`config.mk`:
```
export PLATFORM = sky130hd
export DESIGN_NAME = pc_redirect_unit_flat
export DESIGN_NICKNAME = d
export VERILOG_FILES = /design/src/rtl/pc_redirect_unit_pkg.sv /design/src/rtl/pc_redirect_unit_if.sv /design/src/rtl/pc_redirect_unit_target_gen.sv /design/src/rtl/pc_redirect_unit.sv /design/src/flat_wrapper.sv
export SDC_FILE = /design/constraint.sdc
export NUM_CORES = 1
export LEC_CHECK = 0
export CAP_MARGIN = 20
export CORE_ASPECT_RATIO = 0.9
export CORE_MARGIN = 8
export CORE_UTILIZATION = 25
export DETAILED_ROUTE_END_ITERATION = 10
export GPL_ROUTABILITY_DRIVEN = 0
export HOLD_SLACK_MARGIN = 0.12
export MAX_ROUTING_LAYER = met4
export PLACE_DENSITY_LB_ADDON = 0.3
export SLEW_MARGIN = 20
export SYNTH_ARGS = -nofsm -noshare
export SYNTH_HDL_FRONTEND = slang
export SYNTH_SLANG_ARGS = --single-unit
```
`constraint.sdc`:
```
create_clock -name clk -period 2.5 [get_ports clk]
set_clock_uncertainty 0.15 [all_clocks]
set_input_delay 0.75 -clock clk [delete_from_list [all_inputs] [get_ports clk]]
set_output_delay 0.75 -clock clk [all_outputs]
set_load 0.02 [all_outputs]
```
`src/rtl/pc_redirect_unit_pkg.sv`:
```
// -----------------------------------------------------------------------------
// pc_redirect_unit_pkg
//
// Purpose : Shared definitions for the RV32 front-end control blocks.
//           Holds the branch func3 codes used by the branch control unit, the
//           PC redirect unit state encoding and its reset/trap vector defaults.
//
// Contents:
//   BR_*               - conditional branch func3 encodings
//   pcr_state_e        - PC redirect unit FSM states (PCR_RUN, PCR_HALT)
//   PCR_RESET_PC       - default PC loaded at reset
//   PCR_TRAP_VEC       - default PC loaded on a misaligned-target trap
//   pcr_add32()        - 32-bit wrapping add used for all PC arithmetic
// -----------------------------------------------------------------------------
package pc_redirect_unit_pkg;

  // Conditional branch func3 codes (RV32I B-type).
  localparam logic [2:0] BR_BEQ  = 3'b000;
  localparam logic [2:0] BR_BNE  = 3'b001;
  localparam logic [2:0] BR_BLT  = 3'b100;
  localparam logic [2:0] BR_BGE  = 3'b101;
  localparam logic [2:0] BR_BLTU = 3'b110;
  localparam logic [2:0] BR_BGEU = 3'b111;

  // PC redirect unit state machine.
  typedef enum logic [0:0] {
    PCR_RUN  = 1'b0,
    PCR_HALT = 1'b1
  } pcr_state_e;

  // Reset and trap vector defaults for pc_redirect_unit.
  localparam logic [31:0] PCR_RESET_PC = 32'h0000_0000;
  localparam logic [31:0] PCR_TRAP_VEC = 32'h0000_0004;

  // All PC arithmetic is modulo 2^32; the carry out is intentionally dropped.
  function automatic logic [31:0] pcr_add32(input logic [31:0] a,
                                            input logic [31:0] b);
    return a + b;
  endfunction

endpackage : pc_redirect_unit_pkg

```
`src/rtl/pc_redirect_unit_if.sv`:
```
// -----------------------------------------------------------------------------
// pc_redirect_unit_if
//
// Purpose : Bundles the EX-stage control inputs and the fetch-side outputs of
//           pc_redirect_unit. There is no valid/ready handshake on this bus:
//           every EX input is sampled on each rising clock edge as a level,
//           and every output is either a register or a combinational function
//           of the current inputs and state.
//
// Signals (direction as seen by the redirect unit, i.e. the slave modport):
//   in  stall, ex_branch, branch, ex_jal, ex_jalr, ex_halt, resume
//   in  ex_pc[31:0], ex_imm[31:0], ex_rs1[31:0]
//   out pc[31:0], pc_plus4[31:0], flush_if_id, flush_id_ex
//   out trap_valid, trap_tval[31:0], halted, redirect_cnt[31:0]
//   out dbg_state (FSM state, for observation only)
//
// Modports:
//   master - the pipeline side that drives EX information and consumes PC
//   slave  - the redirect unit itself
// -----------------------------------------------------------------------------
interface pc_redirect_unit_if;
  import pc_redirect_unit_pkg::*;

  // EX-stage / hazard inputs
  logic        stall;
  logic        ex_branch;
  logic        branch;
  logic        ex_jal;
  logic        ex_jalr;
  logic        ex_halt;
  logic        resume;
  logic [31:0] ex_pc;
  logic [31:0] ex_imm;
  logic [31:0] ex_rs1;

  // Fetch-side outputs
  logic [31:0] pc;
  logic [31:0] pc_plus4;
  logic        flush_if_id;
  logic        flush_id_ex;
  logic        trap_valid;
  logic [31:0] trap_tval;
  logic        halted;
  logic [31:0] redirect_cnt;
  pcr_state_e  dbg_state;

  modport master (
    output stall, ex_branch, branch, ex_jal, ex_jalr, ex_halt, resume,
    output ex_pc, ex_imm, ex_rs1,
    input  pc, pc_plus4, flush_if_id, flush_id_ex,
    input  trap_valid, trap_tval, halted, redirect_cnt, dbg_state
  );

  modport slave (
    input  stall, ex_branch, branch, ex_jal, ex_jalr, ex_halt, resume,
    input  ex_pc, ex_imm, ex_rs1,
    output pc, pc_plus4, flush_if_id, flush_id_ex,
    output trap_valid, trap_tval, halted, redirect_cnt, dbg_state
  );

endinterface : pc_redirect_unit_if

```
`src/rtl/pc_redirect_unit_target_gen.sv`:
```
// -----------------------------------------------------------------------------
// pc_redirect_unit_target_gen
//
// Purpose : Combinational redirect target generation for the EX stage.
//           Selects between the PC-relative target (branch, JAL) and the
//           register-relative target (JALR, with bit 0 cleared), decides
//           whether a redirect is taken and flags misaligned targets.
//
// Ports:
//   ex_branch_i   - EX instruction is a conditional branch
//   branch_i      - branch taken decision (meaningful only with ex_branch_i)
//   ex_jal_i      - EX instruction is JAL
//   ex_jalr_i     - EX instruction is JALR
//   ex_pc_i       - PC of the EX instruction
//   ex_imm_i      - sign-extended immediate of the EX instruction
//   ex_rs1_i      - rs1 operand (JALR base)
//   take_o        - a redirect is requested this cycle
//   target_o      - redirect target address
//   misaligned_o  - take_o with target bit 1 set
// -----------------------------------------------------------------------------
module pc_redirect_unit_target_gen
  import pc_redirect_unit_pkg::*;
(
  input  logic        ex_branch_i,
  input  logic        branch_i,
  input  logic        ex_jal_i,
  input  logic        ex_jalr_i,
  input  logic [31:0] ex_pc_i,
  input  logic [31:0] ex_imm_i,
  input  logic [31:0] ex_rs1_i,
  output logic        take_o,
  output logic [31:0] target_o,
  output logic        misaligned_o
);

  logic [31:0] pc_rel_tgt;
  logic [31:0] reg_rel_sum;
  logic [31:0] reg_rel_tgt;

  assign pc_rel_tgt  = pcr_add32(ex_pc_i, ex_imm_i);
  assign reg_rel_sum = pcr_add32(ex_rs1_i, ex_imm_i);
  assign reg_rel_tgt = reg_rel_sum & ~32'h1;

  // Only JALR uses the register-relative target. If several jump inputs are
  // raised together, JALR wins; JAL and branch share the same target, so the
  // JAL-over-branch priority needs no separate mux leg.
  assign target_o = ex_jalr_i ? reg_rel_tgt : pc_rel_tgt;

  assign take_o = (ex_branch_i & branch_i) | ex_jal_i | ex_jalr_i;

  // Targets must be 4-byte aligned; bit 0 of a JALR target is already cleared
  // and bit 0 of a branch/JAL target is always zero for legal immediates, so
  // only bit 1 is inspected.
  assign misaligned_o = take_o & target_o[1];

endmodule : pc_redirect_unit_target_gen

```
`src/rtl/pc_redirect_unit.sv`:
```
// -----------------------------------------------------------------------------
// pc_redirect_unit
//
// Purpose : Fetch program counter and next-PC selection for the RV32
//           pipeline. Consumes the EX-stage branch/jump/halt indications,
//           redirects fetch, flushes wrong-path instructions in IF/ID and
//           ID/EX, raises a one-cycle trap on misaligned targets and holds the
//           core in a HALT state until resume.
//
// Parameters:
//   RESET_PC - PC loaded at reset
//   TRAP_VEC - PC loaded on a misaligned-target trap
//
// Ports:
//   clk   - clock, rising edge
//   rst_n - asynchronous active-low reset
//   pcr   - pc_redirect_unit_if.slave bundle (EX inputs, PC/flush/trap/status
//           outputs, dbg_state)
//
// Priority in RUN (highest first): halt, misaligned trap, taken redirect,
// stall, sequential fetch. The EX instruction is older than anything being
// stalled behind it, so halt/trap/redirect all override stall.
// -----------------------------------------------------------------------------
module pc_redirect_unit
  import pc_redirect_unit_pkg::*;
#(
  parameter logic [31:0] RESET_PC = PCR_RESET_PC,
  parameter logic [31:0] TRAP_VEC = PCR_TRAP_VEC
) (
  input  logic             clk,
  input  logic             rst_n,
  pc_redirect_unit_if.slave pcr
);

  // ---------------------------------------------------------------------------
  // State
  // ---------------------------------------------------------------------------
  pcr_state_e  state_q, state_d;
  logic [31:0] pc_q, pc_d;
  logic        trap_valid_q, trap_valid_d;
  logic [31:0] trap_tval_q, trap_tval_d;
  logic [31:0] redirect_cnt_q, redirect_cnt_d;

  logic        flush;
  logic [31:0] pc_plus4;
  logic [31:0] halt_pc;

  // ---------------------------------------------------------------------------
  // Target generation
  // ---------------------------------------------------------------------------
  logic        take;
  logic [31:0] target;
  logic        misaligned;

  pc_redirect_unit_target_gen u_target_gen (
    .ex_branch_i  (pcr.ex_branch),
    .branch_i     (pcr.branch),
    .ex_jal_i     (pcr.ex_jal),
    .ex_jalr_i    (pcr.ex_jalr),
    .ex_pc_i      (pcr.ex_pc),
    .ex_imm_i     (pcr.ex_imm),
    .ex_rs1_i     (pcr.ex_rs1),
    .take_o       (take),
    .target_o     (target),
    .misaligned_o (misaligned)
  );

  assign pc_plus4 = pcr_add32(pc_q, 32'd4);
  // Fetch resumes after the halting instruction, not after the current PC.
  assign halt_pc  = pcr_add32(pcr.ex_pc, 32'd4);

  // ---------------------------------------------------------------------------
  // Next-state / output logic
  // ---------------------------------------------------------------------------
  always_comb begin
    state_d        = state_q;
    pc_d           = pc_plus4;
    flush          = 1'b0;
    trap_valid_d   = 1'b0;
    trap_tval_d    = trap_tval_q;
    redirect_cnt_d = redirect_cnt_q;

    case (state_q)
      PCR_RUN: begin
        if (pcr.ex_halt) begin
          pc_d    = halt_pc;
          flush   = 1'b1;
          state_d = PCR_HALT;
        end else if (misaligned) begin
          // Traps replace the redirect entirely and are not counted.
          pc_d         = TRAP_VEC;
          flush        = 1'b1;
          trap_valid_d = 1'b1;
          trap_tval_d  = target;
        end else if (take) begin
          pc_d           = target;
          flush          = 1'b1;
          redirect_cnt_d = pcr_add32(redirect_cnt_q, 32'd1);
        end else if (pcr.stall) begin
          pc_d = pc_q;
        end
      end

      PCR_HALT: begin
        // EX inputs are ignored here. Flushes stay high through the resume
        // cycle so nothing fetched while halted leaks into the pipeline; the
        // first RUN cycle after resume is flush-free and fetches from pc_q.
        pc_d  = pc_q;
        flush = 1'b1;
        if (pcr.resume) begin
          state_d = PCR_RUN;
        end
      end

      default: begin
        state_d = PCR_RUN;
      end
    endcase
  end

  // ---------------------------------------------------------------------------
  // Registers
  // ---------------------------------------------------------------------------
  always_ff @(posedge clk or negedge rst_n) begin
    if (!rst_n) begin
      state_q        <= PCR_RUN;
      pc_q           <= RESET_PC;
      trap_valid_q   <= 1'b0;
      trap_tval_q    <= 32'h0;
      redirect_cnt_q <= 32'h0;
    end else begin
      state_q        <= state_d;
      pc_q           <= pc_d;
      trap_valid_q   <= trap_valid_d;
      trap_tval_q    <= trap_tval_d;
      redirect_cnt_q <= redirect_cnt_d;
    end
  end

  // ---------------------------------------------------------------------------
  // Outputs
  // ---------------------------------------------------------------------------
  assign pcr.pc           = pc_q;
  assign pcr.pc_plus4     = pc_plus4;
  assign pcr.flush_if_id  = flush;
  assign pcr.flush_id_ex  = flush;
  assign pcr.trap_valid   = trap_valid_q;
  assign pcr.trap_tval    = trap_tval_q;
  assign pcr.halted       = (state_q == PCR_HALT);
  assign pcr.redirect_cnt = redirect_cnt_q;
  assign pcr.dbg_state    = state_q;

endmodule : pc_redirect_unit

```
`src/flat_wrapper.sv`:
```
// flat-port wrapper written by rule: the top's interface ports become plain ports
module pc_redirect_unit_flat import pc_redirect_unit_pkg::*;
#(
  parameter logic [31:0] RESET_PC = PCR_RESET_PC,
  parameter logic [31:0] TRAP_VEC = PCR_TRAP_VEC
)
  (clk, rst_n, pcr_stall, pcr_ex_branch, pcr_branch, pcr_ex_jal, pcr_ex_jalr, pcr_ex_halt, pcr_resume, pcr_ex_pc, pcr_ex_imm, pcr_ex_rs1, pcr_pc, pcr_pc_plus4, pcr_flush_if_id, pcr_flush_id_ex, pcr_trap_valid, pcr_trap_tval, pcr_halted, pcr_redirect_cnt, pcr_dbg_state);
  pc_redirect_unit_if pcr_i ();
  input  logic clk;
  input  logic rst_n;
  input wire logic [$bits(pcr_i.stall)-1:0] pcr_stall;
  input wire logic [$bits(pcr_i.ex_branch)-1:0] pcr_ex_branch;
  input wire logic [$bits(pcr_i.branch)-1:0] pcr_branch;
  input wire logic [$bits(pcr_i.ex_jal)-1:0] pcr_ex_jal;
  input wire logic [$bits(pcr_i.ex_jalr)-1:0] pcr_ex_jalr;
  input wire logic [$bits(pcr_i.ex_halt)-1:0] pcr_ex_halt;
  input wire logic [$bits(pcr_i.resume)-1:0] pcr_resume;
  input wire logic [$bits(pcr_i.ex_pc)-1:0] pcr_ex_pc;
  input wire logic [$bits(pcr_i.ex_imm)-1:0] pcr_ex_imm;
  input wire logic [$bits(pcr_i.ex_rs1)-1:0] pcr_ex_rs1;
  output wire logic [$bits(pcr_i.pc)-1:0] pcr_pc;
  output wire logic [$bits(pcr_i.pc_plus4)-1:0] pcr_pc_plus4;
  output wire logic [$bits(pcr_i.flush_if_id)-1:0] pcr_flush_if_id;
  output wire logic [$bits(pcr_i.flush_id_ex)-1:0] pcr_flush_id_ex;
  output wire logic [$bits(pcr_i.trap_valid)-1:0] pcr_trap_valid;
  output wire logic [$bits(pcr_i.trap_tval)-1:0] pcr_trap_tval;
  output wire logic [$bits(pcr_i.halted)-1:0] pcr_halted;
  output wire logic [$bits(pcr_i.redirect_cnt)-1:0] pcr_redirect_cnt;
  output wire logic [$bits(pcr_i.dbg_state)-1:0] pcr_dbg_state;
  assign pcr_i.stall = pcr_stall;
  assign pcr_i.ex_branch = pcr_ex_branch;
  assign pcr_i.branch = pcr_branch;
  assign pcr_i.ex_jal = pcr_ex_jal;
  assign pcr_i.ex_jalr = pcr_ex_jalr;
  assign pcr_i.ex_halt = pcr_ex_halt;
  assign pcr_i.resume = pcr_resume;
  assign pcr_i.ex_pc = pcr_ex_pc;
  assign pcr_i.ex_imm = pcr_ex_imm;
  assign pcr_i.ex_rs1 = pcr_ex_rs1;
  assign pcr_pc = pcr_i.pc;
  assign pcr_pc_plus4 = pcr_i.pc_plus4;
  assign pcr_flush_if_id = pcr_i.flush_if_id;
  assign pcr_flush_id_ex = pcr_i.flush_id_ex;
  assign pcr_trap_valid = pcr_i.trap_valid;
  assign pcr_trap_tval = pcr_i.trap_tval;
  assign pcr_halted = pcr_i.halted;
  assign pcr_redirect_cnt = pcr_i.redirect_cnt;
  assign pcr_dbg_state = pcr_i.dbg_state;
  pc_redirect_unit #(.RESET_PC(RESET_PC), .TRAP_VEC(TRAP_VEC)) u_core (.clk(clk), .rst_n(rst_n), .pcr(pcr_i));
endmodule
```
==> impl_metrics.ini <==
[power_and_ir_drop]
power_density_mw_per_mm2 = 556
p_sw_frac = 0.414
power_leakage_nw = 8.41
p_sw_mw = 4.33
power_frac_comb = 0.636
peakVddDrop_mv = 0.313
internal_power_mw = 6.11
clkPwrFrac = 0.141
seq_power_share = 0.223

[cells_and_area]
postLayoutCoreUtil = 0.522
syn_to_final_growth_pct = 108
stdcell_count = 2285
layout_common_cells = 398 x buf_4, 114 x clkdlybuf4s50_1, 112 x nand2_1
drive_gt1_frac = 0.514
fin_nets = 1970
final_common_cell = buf_4

[sta]
period_needed_ns = 3.15
hold_viol_final = 0
maxSlewViolCount = 0
setup_ws_ns = -0.652
maxSlewHeadroom = 0.612
tightest_slew_ns = 0.581
rsz0062_at_grt = true
finalSetupViolCount = 106
fmaxAchievable_mhz = 317
fin_crit_sh = 1.26

[logic_synthesis]
ys_async_sr_fraction = 1.00
synth_cell_type_count = 79
synth_cells = 1127
synth_seq_area_share = 0.271
syn_nets = 1298
avgSynthCellArea_sq_um = 8.02
synth_top_cell_area_share = 0.271
ys_warn_count = 0
synth_ff_type = dfrtp_1
ys_seq_elements = 98
synth_edf_count = 0
synth_area_sq_mm = 0.00904
synth_largest_area_cell = dfrtp_1
synth_area_leaders = dfrtp_1 27%, ha_1 8.9%, xnor2_1 7.9%, nand2_1 5.8%, xor2_1 5.1%

[setup_path]
critPathKind = register to output port
cp.required_ns = 1.60
rr_worst_depth = 11
worstPathArrival_ns = 2.25
worst_setup_path_start_kind = register
reg2reg_to = u_core.pcr.pc[28]
rrSetupSlack_ns = -0.24
worstSetupEndpointType = output port
reg2reg_from = u_core.pcr.pc[2]
critPathMaxFanout = 5

[placed_design]
hpwl_um = 34300
dpl.cell_count = 2164
io_buffers = 237

[clock_tree]
cts_buffer_depth = 2
root_buffer = clkbuf_16
cts_tree = yes
path_clk_slew_ns = 0.08
cts_buffers = 9
cts_sinks = 98
h-tree-depth = 3
clk_latency_ns = 0.36

[run_status]
status = complete, but fails checks
violations = setup timing

[detailed_routing]
dr.pass1.iters = 5
routedWlPerCell_um = 19.1
drc = 0
drtIter0Drc = 776
ant_nets = 0
drt_wl_total_um = 43600
dr_total_vias = 11347
via_per_inst = 4.97

[floorplan]
dieArea_sq_mm = 0.0425
core_area_sq_mm = 0.0359
die_w_um = 216
io-pin-count = 238
initial_core_util = 0.252
die_h_um = 196
rows = 66

[global_routing]
grt_overflow = 0
antenna_found_initial = 5
grt_pass1_wl_um = 64300
grt_max_degree = 53
grtUsageTotal = 0.196
first_global_vias = 11452

[min_path]
holdPathStages = 1
worstHoldStart = u_core.pcr.redirect_cnt[31]
hold_path_end = u_core.pcr.redirect_cnt[31]
hold_class = register to register

[run]
maxCapViolations = 0
-- cells by family (layout without fill, tap and decap cells) --
family                     after synthesis  in the layout  synth area share
other                                    0              5                 0
adders and majority gates               66             66            0.0930
xor gates and xnor gates               135            135             0.131
DFF                                     98             98             0.271
AOI/OAI and AO/OA                      335            335             0.245
muxes                                   10             10            0.0112
and+or+nand+nor                        416            416             0.219
buffers and inverters                   67            744            0.0298
-- cells in the mapped netlist, types with 4 or more instances --
library cell and number:
nand2_1 140, dfrtp_1 98, nor2_1 96, o21ai_0 84
xnor2_1 82, a21oi_1 77, ha_1 64, nand3_1 56
xor2_1 53, a21o_1 33, clkbuf_1 33, and3_1 29
inv_1 22, nand4_1 20, nor3_1 19, o211ai_1 18
a22oi_1 17, nand2b_1 13, o21a_1 12, a31oi_1 11
mux2i_1 9, and2_1 8, and4_1 8, o21bai_1 8
o31ai_1 8, nor2b_1 7, a221o_1 6, a221oi_1 6
a311oi_1 4, buf_1 4, buf_4 4, o21ai_1 4
-- power groups by stage --
stage	registers, mW	clock network, mW	logic [mW]
floorplan	2.82	0	1.99
global placement	2.32	0	5.44
detailed placement	2.34	0	5.48
CTS	2.31	1.51	6.13
global route	2.36	1.57	7.03
finish	2.32	1.47	6.64
-- area by class of cell --
type                    instances  area (sq um)
clock buffers                  12           267
flip-flops and latches         98          2470
inverters                      24           106
repair buffers                704          6210
diodes                          5          12.5
well taps                     476           596
clock inverters                 4          40.0
multi-input cells             962          9060
fillers                      3160         17200
-- metrics by stage --
step	hold slack [ns]	power [mW]	setup WS, ns	TNS (ns)	area (sq um)
floorplan	0.304	4.81	-0.705	-20.17	10000
global placement	0.308	7.77	-1.52	-114.20	15500
detailed placement	0.320	7.82	-1.53	-116.87	15500
CTS	0.332	9.95	-0.691	-39.78	17500
global route	0.355	11.0	-0.735	-48.47	18800
finish	0.323	10.4	-0.652	-39.05	18800
-- critical path, cell delays in order, from the launching register on --
cell and delay [ns]:
dfrtp_2 0.41, ha_4 0.14, and3_4 0.19, nand4_1 0.15
or2_4 0.35, inv_4 0.08, nand4_1 0.12, xnor2_2 0.26
buf_4 0.20
-- flip-flops by register name (all words and copies together) (netlist names) --
signal                   cells
u_core.pcr.pc               32
u_core.pcr.redirect_cnt     32
u_core.pcr.trap_tval        32
u_core.pcr.dbg_state         1
u_core.pcr.trap_valid        1
-- how the worst max path moves through the flow --
| stage | startpoint | to | depth (start not counted) |
|---|---|---|---|
| after global routing | pcr_ex_rs1[1] | u_core.pcr.trap_tval[28] | 12 |
| after global placement | pcr_ex_rs1[1] | u_core.pcr.trap_tval[28] | 12 |
| final | u_core.pcr.pc[2] | pcr_pc_plus4[20] | 8 |
| after CTS | pcr_ex_rs1[0] | u_core.pcr.trap_tval[28] | 12 |
| after detailed placement | pcr_ex_rs1[1] | u_core.pcr.trap_tval[28] | 12 |
| after floorplan | pcr_ex_rs1[1] | u_core.pcr.trap_tval[28] | 11 |
-- routing by layer --
layer,wire length [um],share of wire,vias to the layer above,track usage
met2,20500,0.47,316,0.310
met5,0,0,-,-
met1,19900,0.46,5514,0.257
met4,1130,0.026,0,0.0641
met3,2080,0.048,53,0.0262
li1,-,-,5464,-
-- timing repair --
item,CTS,global route
resized for setup,579,215
setup endpoints to repair,129,118
cloned,0,4
setup buffers,77,44
pin swaps,189,163
hold endpoints to repair,17,0
hold buffers,1,0
No activity file was read; power rests on OpenSTA's default activity.
